[config.mk]
export PLATFORM = sky130hd
export DESIGN_NAME = seq_mult3x3
export DESIGN_NICKNAME = d
export VERILOG_FILES = /design/src/rtl/mult_pkg.sv /design/src/rtl/full_adder.sv /design/src/rtl/ripple_adder.sv /design/src/rtl/seq_mult3x3.sv
export SDC_FILE = /design/constraint.sdc
export NUM_CORES = 1
export LEC_CHECK = 0
export CORE_AREA = 2 2 55 57
export CTS_BUF_LIST = sky130_fd_sc_hd__clkbuf_16
export DETAILED_ROUTE_END_ITERATION = 10
export DIE_AREA = 0 0 57 59
export SYNTH_ARGS = -nofsm -noshare
export SYNTH_HDL_FRONTEND = slang
export SYNTH_SLANG_ARGS = --single-unit
[constraint.sdc]
create_clock -name clk -period 2.3 [get_ports clk]
set_clock_uncertainty 0.2 [all_clocks]
set_input_delay 0.345 -clock clk [delete_from_list [all_inputs] [get_ports clk]]
set_output_delay 0.345 -clock clk [all_outputs]
set_load 0.01 [all_outputs]
[src/rtl/mult_pkg.sv]
// Shared types and sizing helpers for the sequential shift-and-add multiplier.
package mult_pkg;

    typedef enum logic [1:0] {
        IDLE = 2'd0,
        CALC = 2'd1,
        DONE = 2'd2
    } mult_state_t;

    // Iteration counter must be able to hold the value WIDTH itself.
    function automatic int unsigned cnt_width(input int unsigned width);
        return $clog2(width + 1);
    endfunction

endpackage

[src/rtl/full_adder.sv]
// One-bit full adder cell; the arithmetic primitive shared with the array multiplier.
module full_adder (
    input  logic a,
    input  logic b,
    input  logic cin,
    output logic sum,
    output logic cout
);

    assign sum  = a ^ b ^ cin;
    assign cout = (a & b) | (cin & (a ^ b));

endmodule

[src/rtl/ripple_adder.sv]
// WIDTH-bit ripple-carry adder built as a chain of full_adder cells.
module ripple_adder #(
    parameter int WIDTH = 3
) (
    input  logic [WIDTH-1:0] a,
    input  logic [WIDTH-1:0] b,
    input  logic             cin,
    output logic [WIDTH-1:0] sum,
    output logic             cout
);

    logic [WIDTH:0] carry;

    assign carry[0] = cin;

    for (genvar i = 0; i < WIDTH; i++) begin : g_fa
        full_adder u_fa (
            .a    (a[i]),
            .b    (b[i]),
            .cin  (carry[i]),
            .sum  (sum[i]),
            .cout (carry[i+1])
        );
    end

    assign cout = carry[WIDTH];

endmodule

[src/rtl/seq_mult3x3.sv]
// Sequential shift-and-add unsigned multiplier with valid/ready handshakes on
// both sides; one partial-product iteration per cycle through a ripple adder.
module seq_mult3x3
    import mult_pkg::*;
#(
    parameter int WIDTH = 3
) (
    input  logic               clk,
    input  logic               rst,
    input  logic               in_valid,
    output logic               in_ready,
    input  logic [WIDTH-1:0]   a,
    input  logic [WIDTH-1:0]   b,
    output logic               out_valid,
    input  logic               out_ready,
    output logic [2*WIDTH-1:0] product
);

    localparam int unsigned CW = cnt_width(WIDTH);

    mult_state_t        state_q, state_d;
    logic [WIDTH-1:0]   mcand_q, mcand_d;
    logic [2*WIDTH-1:0] acc_q,   acc_d;
    logic [CW-1:0]      cnt_q,   cnt_d;

    logic [WIDTH-1:0]   hi;
    logic [WIDTH-1:0]   lo;
    logic [WIDTH-1:0]   addend;
    logic [WIDTH-1:0]   sum;
    logic               cout;

    assign hi     = acc_q[2*WIDTH-1:WIDTH];
    assign lo     = acc_q[WIDTH-1:0];
    assign addend = acc_q[0] ? mcand_q : '0;

    ripple_adder #(.WIDTH(WIDTH)) u_adder (
        .a    (hi),
        .b    (addend),
        .cin  (1'b0),
        .sum  (sum),
        .cout (cout)
    );

    // NOTE: every next-state signal gets a default before the case so no path
    // leaves it unassigned, which would otherwise infer a latch.
    always_comb begin
        state_d = state_q;
        mcand_d = mcand_q;
        acc_d   = acc_q;
        cnt_d   = cnt_q;
        unique case (state_q)
            IDLE: begin
                if (in_valid) begin
                    mcand_d = a;
                    acc_d   = {{WIDTH{1'b0}}, b};
                    cnt_d   = '0;
                    state_d = CALC;
                end
            end
            CALC: begin
                // {cout, sum, lo} >> 1, truncated back to 2*WIDTH bits.
                acc_d = {cout, sum, lo[WIDTH-1:1]};
                cnt_d = cnt_q + CW'(1);
                if (cnt_q == CW'(WIDTH - 1)) begin
                    state_d = DONE;
                end
            end
            DONE: begin
                if (out_ready) begin
                    state_d = IDLE;
                end
            end
            default: state_d = IDLE;
        endcase
    end

    // NOTE: state registers use non-blocking assignments so every flop samples
    // the pre-edge values regardless of process evaluation order.
    always_ff @(posedge clk) begin
        if (rst) begin
            state_q <= IDLE;
            mcand_q <= '0;
            acc_q   <= '0;
            cnt_q   <= '0;
        end else begin
            state_q <= state_d;
            mcand_q <= mcand_d;
            acc_q   <= acc_d;
            cnt_q   <= cnt_d;
        end
    end

    assign in_ready  = (state_q == IDLE);
    assign out_valid = (state_q == DONE);
    assign product   = acc_q;

endmodule

==> results of run 1 <==
==> cells in the mapped netlist <==
| cell | n | area, sq um |
|---|---|---|
| sky130_fd_sc_hd__buf_6 | 1 | 11.26 |
| sky130_fd_sc_hd__nor2_1 | 13 | 48.80 |
| sky130_fd_sc_hd__o21ba_4 | 1 | 16.27 |
| sky130_fd_sc_hd__a211oi_1 | 3 | 22.52 |
| sky130_fd_sc_hd__dfxtp_1 | 13 | 260.3 |
| sky130_fd_sc_hd__nand2_1 | 1 | 3.750 |
| sky130_fd_sc_hd__clkbuf_1 | 1 | 3.750 |
| sky130_fd_sc_hd__nor3b_4 | 1 | 18.77 |
| sky130_fd_sc_hd__and2b_1 | 1 | 7.510 |
| sky130_fd_sc_hd__a22oi_1 | 3 | 22.52 |
| sky130_fd_sc_hd__nor2b_1 | 1 | 6.260 |
| sky130_fd_sc_hd__nand2b_1 | 1 | 6.260 |
| sky130_fd_sc_hd__ha_1 | 2 | 25.02 |
| sky130_fd_sc_hd__o21bai_1 | 1 | 7.510 |
| sky130_fd_sc_hd__nor3_1 | 1 | 5.000 |
| sky130_fd_sc_hd__buf_4 | 3 | 22.52 |
| sky130_fd_sc_hd__fa_1 | 2 | 40.04 |
| sky130_fd_sc_hd__a2bb2oi_1 | 2 | 17.52 |
| sky130_fd_sc_hd__inv_1 | 6 | 22.52 |
| sky130_fd_sc_hd__and2_1 | 2 | 12.51 |
| sky130_fd_sc_hd__mux2i_1 | 8 | 80.08 |
==> where the power goes <==
group / switching, mW / leakage [nW] / internal [mW] / total, mW
Sequential: 0.0130 / 0.107 / 0.239 / 0.252
Combinational: 0.0321 / 0.222 / 0.0492 / 0.0813
Clock: 0.0988 / 0.0409 / 0.231 / 0.330
Total: 0.144 / 0.369 / 0.519 / 0.663
==> final timing paths <==
path,slack [ns],endpoint,cells after the start
worst min register to register,0.28,mcand_q[0],2
worst max-delay path,0.22,product[4],8
worst min-delay path,0.28,mcand_q[0],2
worst max register to register,0.22,product[4],8
==> layer usage <==
metal / share of wire [%] / routed length, um
met4: 4.7 / 59
met3: 4.8 / 61
met1: 40 / 506
met5: 0 / 0
met2: 50 / 632
==> flip-flops by register name (all words and copies together), names as in the netlist <==
| name | cells |
|---|---|
| state_q | 2 |
| mcand_q | 3 |
| product | 6 |
| cnt_q | 2 |
==> critical path, cell delays in order, from the launching register on <==
cell and delay, ns:
sky130_fd_sc_hd__dfxtp_1 0.37, sky130_fd_sc_hd__and2_1 0.15, sky130_fd_sc_hd__ha_1 0.13, sky130_fd_sc_hd__inv_1 0.05, sky130_fd_sc_hd__fa_1 0.35, sky130_fd_sc_hd__inv_1 0.07, sky130_fd_sc_hd__fa_1 0.40, sky130_fd_sc_hd__a22oi_1 0.17
sky130_fd_sc_hd__nor2_1 0.06
==> logic make-up (layout without fill, tap and decap cells) <==
logic type                 after synthesis  in the layout
and+or+nand+nor                         21             21
DFF                                     13             13
buffers and inverters                   11             27
AOI/OAI and AO/OA                       10             10
muxes                                    8              8
adders and majority gates                4              4
==> final cells by class <==
cell class                      count  area, sq um  area share [%]
Multi-Input combinational cell     43        340.3           37.31
Sequential cell                    13        260.3           28.53
Timing Repair Buffer               17        170.2           18.66
Clock buffer                        3        75.07           8.230
Tap cell                           31        38.79           4.252
Inverter                            6        22.52           2.469
Clock inverter                      1        5.005          0.5487
==> run_summary.xml, run 1 <==
<?xml version="1.0" encoding="UTF-8"?>
<metrics>
  <group name="sta">
    <metric name="maxSlewViolCount" unit="">0</metric>
    <metric name="finalSetupViolations" unit="">0</metric>
    <metric name="max-slew-margin-rel" unit="%">66.10</metric>
    <metric name="hold_slack" unit="ns">0.2821</metric>
    <metric name="timing.final.crit_share" unit="%">90.29</metric>
    <metric name="grt_setup_unrepaired" unit="">false</metric>
    <metric name="achievable-frequency" unit="GHz">0.4815</metric>
    <metric name="max_slew.worst_pin.slew" unit="ns">0.5077</metric>
    <metric name="timing.setup.tns" unit="ns">0</metric>
    <metric name="final_period_minus_worst_setup_slack" unit="ns">2.077</metric>
    <metric name="finalHoldViolations" unit="">0</metric>
    <metric name="layout_setup_ws" unit="ns">0.2233</metric>
  </group>
  <group name="global_routing">
    <metric name="met2_usage" unit="%">14.78</metric>
    <metric name="largest_net_degree_at_the_start_of_global_routing" unit="">14</metric>
    <metric name="grt_remaining_overflow" unit="">0</metric>
    <metric name="busiest_layer" unit="">met2</metric>
    <metric name="grtUsageMet3" unit="%">2.838</metric>
    <metric name="grt_pass1_wl" unit="um">2104</metric>
    <metric name="grt_pass1_vias" unit="">496</metric>
    <metric name="antenna_found_initial" unit="">0</metric>
    <metric name="groute.usage.overall" unit="%">8.874</metric>
    <metric name="globalRouteMet1Util" unit="%">8.468</metric>
  </group>
  <group name="logic_synthesis">
    <metric name="yosys_register_bits" unit="">13</metric>
    <metric name="syn-cell-area" unit="sq um">660.6</metric>
    <metric name="syn-instance-count" unit="">67</metric>
    <metric name="synth_compound_gate_area_share" unit="%">13.07</metric>
    <metric name="yosys.area_share.simple" unit="%">16.48</metric>
    <metric name="synth_seq_area_share" unit="%">39.39</metric>
    <metric name="synth_mux_area_share" unit="%">12.12</metric>
    <metric name="yosysUniqueCellTypes" unit="">21</metric>
    <metric name="largest_family_of_logic_cells_by_synthesized_area" unit="">simple AND/OR/NAND/NOR gates</metric>
    <metric name="synthAdderAreaFrac" unit="%">9.848</metric>
    <metric name="count_of_warnings_emitted_by_yosys" unit="">0</metric>
    <metric name="post_synth.cell_area_avg" unit="sq um">9.860</metric>
    <metric name="synth_fp_nets" unit="">81</metric>
    <metric name="xor_and_xnor_area_share_after_synthesis" unit="%">0</metric>
  </group>
  <group name="detailed_routing">
    <metric name="postRouteAntennaNets" unit="">0</metric>
    <metric name="detail_route.wl_per_cell" unit="um">11.04</metric>
    <metric name="detail_route.wirelength" unit="um">1259</metric>
    <metric name="routed_via_density" unit="">4.289</metric>
    <metric name="drtIter0Drc" unit="">10</metric>
    <metric name="route.vias.total" unit="">489</metric>
    <metric name="detail_route.first_pass.iterations" unit="">6</metric>
    <metric name="route.detailed.drc" unit="">0</metric>
  </group>
  <group name="finish">
    <metric name="layout_common_cells" unit="">sky130_fd_sc_hd__clkdlybuf4s50_1, sky130_fd_sc_hd__nor2_1, sky130_fd_sc_hd__dfxtp_1</metric>
    <metric name="utilization" unit="%">33.66</metric>
    <metric name="final_layout_size_suffix_gt1_share" unit="%">7.229</metric>
    <metric name="final_common_cell" unit="">sky130_fd_sc_hd__clkdlybuf4s50_1</metric>
    <metric name="antenna_cells" unit="">0</metric>
    <metric name="count_of_non_filler_cells_in_the_finished_layout" unit="">114</metric>
    <metric name="num-fill-cells" unit="">294</metric>
    <metric name="nNetsFinal" unit="">98</metric>
    <metric name="area_added_between_synthesis_and_finish" unit="%">38.07</metric>
    <metric name="fin_area" unit="sq um">912.1</metric>
  </group>
  <group name="setup_path">
    <metric name="critical_path_type" unit="">flop to flop</metric>
    <metric name="worstPathRequired" unit="ns">2.21</metric>
    <metric name="timing.critical_path.fanout_max" unit="">5</metric>
    <metric name="timing.critical_path.from_type" unit="">flop</metric>
    <metric name="arrival" unit="ns">1.99</metric>
    <metric name="timing.critical_path.to_type" unit="">flop</metric>
    <metric name="critPathLaunch" unit="">product[0]</metric>
    <metric name="r2r-start" unit="">product[0]</metric>
  </group>
  <group name="clock_network">
    <metric name="cts_tree" unit="">built</metric>
    <metric name="ctsHoldBuffers" unit="">0</metric>
    <metric name="numCtsBuffers" unit="">3</metric>
    <metric name="postCtsSetupBuffers" unit="">0</metric>
    <metric name="path_clk_slew" unit="ns">0.05</metric>
    <metric name="clockBufferDepth" unit="">2</metric>
    <metric name="clk-insertion-delay-late" unit="ns">0.24</metric>
    <metric name="post_cts.resized_instances" unit="">0</metric>
    <metric name="numClockSinks" unit="">13</metric>
    <metric name="depth_of_the_cts_h_tree" unit="">1</metric>
    <metric name="cts-root-buf" unit="">sky130_fd_sc_hd__clkbuf_16</metric>
  </group>
  <group name="hold_path">
    <metric name="worst_hold_startpoint" unit="">mcand_q[0]</metric>
    <metric name="holdCritPathClass" unit="">flop to flop</metric>
  </group>
  <group name="place">
    <metric name="placement.cell_area" unit="sq um">832.0</metric>
    <metric name="hpwl_dp" unit="um">974.7</metric>
    <metric name="port-buffer-count" unit="">17</metric>
    <metric name="placedCellCount" unit="">110</metric>
    <metric name="place_ws" unit="ns">0.2224</metric>
    <metric name="gpl.final_weighted_congestion" unit="">0.7498</metric>
  </group>
  <group name="floorplanning">
    <metric name="core_area" unit="sq mm">0.002710</metric>
    <metric name="chipWidth" unit="um">57</metric>
    <metric name="effective_utilization_at_floorplan" unit="%">24.38</metric>
    <metric name="floorplan.die.height" unit="um">59</metric>
    <metric name="die_area" unit="sq mm">0.003363</metric>
    <metric name="io-pin-count" unit="">18</metric>
    <metric name="rows" unit="">19</metric>
  </group>
  <group name="outcome">
    <metric name="status" unit="">complete, no violations</metric>
  </group>
  <group name="power">
    <metric name="total_leakage_power" unit="nW">0.3694</metric>
    <metric name="p_total" unit="mW">0.6629</metric>
    <metric name="peakVddDrop" unit="uV">514.2</metric>
    <metric name="power_density" unit="mW/mm^2">726.8</metric>
  </group>
  <group name="run">
    <metric name="drv.max_cap_violation_count" unit="">0</metric>
  </group>
</metrics>
Power figures use the tool's default switching activity.
==> inputs of run 2 (changes only) <==
ABC_AREA = 1   (was not set)
clock period = 1.9 ns   (was 2.3 ns; I/O delays follow)
==> run_summary.xml, run 2 <==
<?xml version="1.0" encoding="UTF-8"?>
<metrics>
  <group name="sta">
    <metric name="max_slew.worst_pin.slew" unit="ns">0.2476</metric>
    <metric name="timing.final.crit_share" unit="%">96.06</metric>
    <metric name="final_period_minus_worst_setup_slack" unit="ns">1.825</metric>
    <metric name="timing.setup.tns" unit="ns">0</metric>
    <metric name="grt_setup_unrepaired" unit="">false</metric>
    <metric name="max-slew-margin-rel" unit="%">83.47</metric>
    <metric name="finalSetupViolations" unit="">0</metric>
    <metric name="finalHoldViolations" unit="">0</metric>
    <metric name="achievable-frequency" unit="GHz">0.5479</metric>
    <metric name="maxSlewViolCount" unit="">0</metric>
  </group>
  <group name="finish">
    <metric name="max_ffs_per_register" unit="">6</metric>
    <metric name="final_common_cell" unit="">sky130_fd_sc_hd__nand2_1</metric>
    <metric name="final_layout_size_suffix_gt1_share" unit="%">8.696</metric>
    <metric name="layout_common_cells" unit="">sky130_fd_sc_hd__nand2_1, sky130_fd_sc_hd__nor2_1, sky130_fd_sc_hd__clkdlybuf4s50_1</metric>
    <metric name="area_added_between_synthesis_and_finish" unit="%">44.23</metric>
    <metric name="nNetsFinal" unit="">130</metric>
    <metric name="antenna_cells" unit="">0</metric>
    <metric name="fin_area" unit="sq um">938.4</metric>
  </group>
  <group name="power">
    <metric name="peakVddDrop" unit="uV">521.5</metric>
    <metric name="total_leakage_power" unit="nW">0.4450</metric>
    <metric name="p_total" unit="mW">0.8141</metric>
    <metric name="power_density" unit="mW/mm^2">867.5</metric>
  </group>
  <group name="clock_network">
    <metric name="cts-root-buf" unit="">sky130_fd_sc_hd__clkbuf_16</metric>
    <metric name="ctsHoldBuffers" unit="">0</metric>
    <metric name="clockBufferDepth" unit="">2</metric>
    <metric name="clk-insertion-delay-late" unit="ns">0.24</metric>
    <metric name="post_cts.resized_instances" unit="">0</metric>
    <metric name="cts_tree" unit="">built</metric>
    <metric name="depth_of_the_cts_h_tree" unit="">1</metric>
    <metric name="numCtsBuffers" unit="">3</metric>
    <metric name="postCtsSetupBuffers" unit="">0</metric>
    <metric name="path_clk_slew" unit="ns">0.04</metric>
    <metric name="numClockSinks" unit="">13</metric>
  </group>
  <group name="global_routing">
    <metric name="groute.usage.overall" unit="%">9.175</metric>
    <metric name="grt_pass1_vias" unit="">601</metric>
    <metric name="antenna_found_initial" unit="">0</metric>
    <metric name="grt_remaining_overflow" unit="">0</metric>
    <metric name="grt_pass1_wl" unit="um">2387</metric>
    <metric name="largest_net_degree_at_the_start_of_global_routing" unit="">9</metric>
  </group>
  <group name="logic_synthesis">
    <metric name="post_synth_edffs" unit="">0</metric>
    <metric name="synth_fp_nets" unit="">109</metric>
    <metric name="synth_seq_area_share" unit="%">40.00</metric>
    <metric name="synthTopCellsByCount" unit="">sky130_fd_sc_hd__nand2_1, sky130_fd_sc_hd__nor2_1, sky130_fd_sc_hd__inv_1</metric>
    <metric name="synthFlopType" unit="">sky130_fd_sc_hd__dfxtp_1</metric>
    <metric name="postSynth.asyncResetShare" unit="%">0</metric>
    <metric name="post-synth-top-count-cell" unit="">sky130_fd_sc_hd__nand2_1</metric>
    <metric name="count_of_warnings_emitted_by_yosys" unit="">0</metric>
    <metric name="syn-cell-area" unit="sq um">650.6</metric>
    <metric name="yosysUniqueCellTypes" unit="">13</metric>
    <metric name="synth_area_leader_cell" unit="">sky130_fd_sc_hd__dfxtp_1</metric>
    <metric name="post_synth.cell_area_avg" unit="sq um">6.849</metric>
    <metric name="yosysTopAreaCellShare" unit="%">40.00</metric>
    <metric name="post_synth_main_area_contributors" unit="">sky130_fd_sc_hd__dfxtp_1, sky130_fd_sc_hd__nand2_1, sky130_fd_sc_hd__nor2_1</metric>
    <metric name="syn-instance-count" unit="">95</metric>
    <metric name="yosys_register_bits" unit="">13</metric>
  </group>
  <group name="place">
    <metric name="port-buffer-count" unit="">17</metric>
    <metric name="hpwl_dp" unit="um">1139</metric>
    <metric name="placement.cell_area" unit="sq um">855.8</metric>
    <metric name="gpl.final_weighted_congestion" unit="">0.7258</metric>
  </group>
  <group name="setup_path">
    <metric name="slowest_delay" unit="ns">0.55</metric>
    <metric name="worstPathRequired" unit="ns">1.41</metric>
    <metric name="ff2ff_setup_slack" unit="ns">0.09</metric>
    <metric name="timing.critical_path.from_type" unit="">flop</metric>
    <metric name="path_cells" unit="">inv_1, nor2_1, clkdlybuf4s50_1</metric>
    <metric name="critPathLaunch" unit="">state_q[1]</metric>
    <metric name="arrival" unit="ns">1.34</metric>
    <metric name="timing.critical_path.fanout_max" unit="">6</metric>
    <metric name="timing.rr.end" unit="">product[4]</metric>
    <metric name="slowest_stage" unit="">sky130_fd_sc_hd__clkdlybuf4s50_1</metric>
    <metric name="critical_path_type" unit="">flop to primary output</metric>
    <metric name="timing.critical_path.to_type" unit="">primary output</metric>
    <metric name="r2r.worst_path.cells" unit="">9</metric>
    <metric name="r2r-start" unit="">product[0]</metric>
  </group>
  <group name="detailed_routing">
    <metric name="route.vias.total" unit="">604</metric>
    <metric name="detail_route.wirelength" unit="um">1424</metric>
    <metric name="postRouteAntennaNets" unit="">0</metric>
    <metric name="route.detailed.drc" unit="">0</metric>
    <metric name="detail_route.wl_per_cell" unit="um">9.753</metric>
    <metric name="routed_via_density" unit="">4.137</metric>
    <metric name="detail_route.first_pass.iterations" unit="">4</metric>
    <metric name="drtIter0Drc" unit="">8</metric>
  </group>
  <group name="floorplanning">
    <metric name="rows" unit="">19</metric>
    <metric name="effective_utilization_at_floorplan" unit="%">24.01</metric>
    <metric name="io-pin-count" unit="">18</metric>
    <metric name="die_area" unit="sq mm">0.003363</metric>
    <metric name="chipWidth" unit="um">57</metric>
    <metric name="floorplan.die.height" unit="um">59</metric>
    <metric name="core_area" unit="sq mm">0.002710</metric>
  </group>
  <group name="hold_path">
    <metric name="worst_hold_path.endpoint" unit="">mcand_q[0]</metric>
    <metric name="holdCritPathClass" unit="">flop to flop</metric>
    <metric name="worst_hold_startpoint" unit="">mcand_q[0]</metric>
    <metric name="min_path_cells" unit="">2</metric>
  </group>
  <group name="outcome">
    <metric name="status" unit="">complete, no violations</metric>
  </group>
  <group name="run">
    <metric name="drv.max_cap_violation_count" unit="">0</metric>
  </group>
</metrics>
run 2: area by class of cell:
type	instances	area (sq um)
timing repair buffer	20	192.7
clock inverter	1	3.754
fill	301	1772
sequential	13	262.8
multi-input combinational	62	305.3
tap	31	38.79
inverter	16	60.06
clock buffer	3	75.07
run 2: worst max-delay path by stage:
stage | end | depth (start not counted)
CTS | product[4] | 9
floorplan | product[4] | 9
global placement | product[4] | 9
finish | out_valid | 3
detailed placement | product[4] | 9
global route | product[4] | 9
run 2: worst max-delay path, delay by kind of cell (launching register included):
| family | cells | cell delay, ns |
|---|---|---|
| buffers and inverters | 2 | 0.65 |
| flip-flops | 1 | 0.32 |
| AND/OR/NAND/NOR | 1 | 0.13 |
run 2: cell families (layout without fill, tap and decap cells):
kind of cell	count (synthesis)	in the layout	share of synthesized area, %
adder cells (fa/ha/maj)	4	4	10.00
flip-flops	13	13	40.00
AO/OA/AOI/OAI	11	11	8.845
AND/OR/NAND/NOR	47	47	27.69
buffers and inverters	20	40	13.46
run 2: per-stage QoR:
stage	cells	utilization, %	setup slack, ns	hold slack (ns)
floorplan	95	-	0.04259	0.1541
global placement	142	31.58	0.07379	0.2520
detailed placement	142	31.58	0.04191	0.2696
CTS	146	34.49	0.03437	0.2777
global route	146	34.63	0.004484	0.2868
finish	146	34.63	0.07492	0.2774
run 2: metal layers:
layer / share of wire [%] / wire length (um) / up-vias / GRT usage [%]
met1: 43 / 616 / 266 / 9.892
met4: 2.0 / 28 / 0 / 4.983
met2: 50 / 717 / 13 / 17.24
met5: 0 / 0 / - / 0
li1: - / - / 321 / -
met3: 4.4 / 62 / 4 / 1.310
run 2: power by group:
part / internal, mW / total (mW) / switching [mW]
Clock: 0.278 / 0.396 / 0.118
Combinational: 0.0588 / 0.114 / 0.0555
Sequential: 0.292 / 0.304 / 0.0124
Total: 0.628 / 0.814 / 0.186
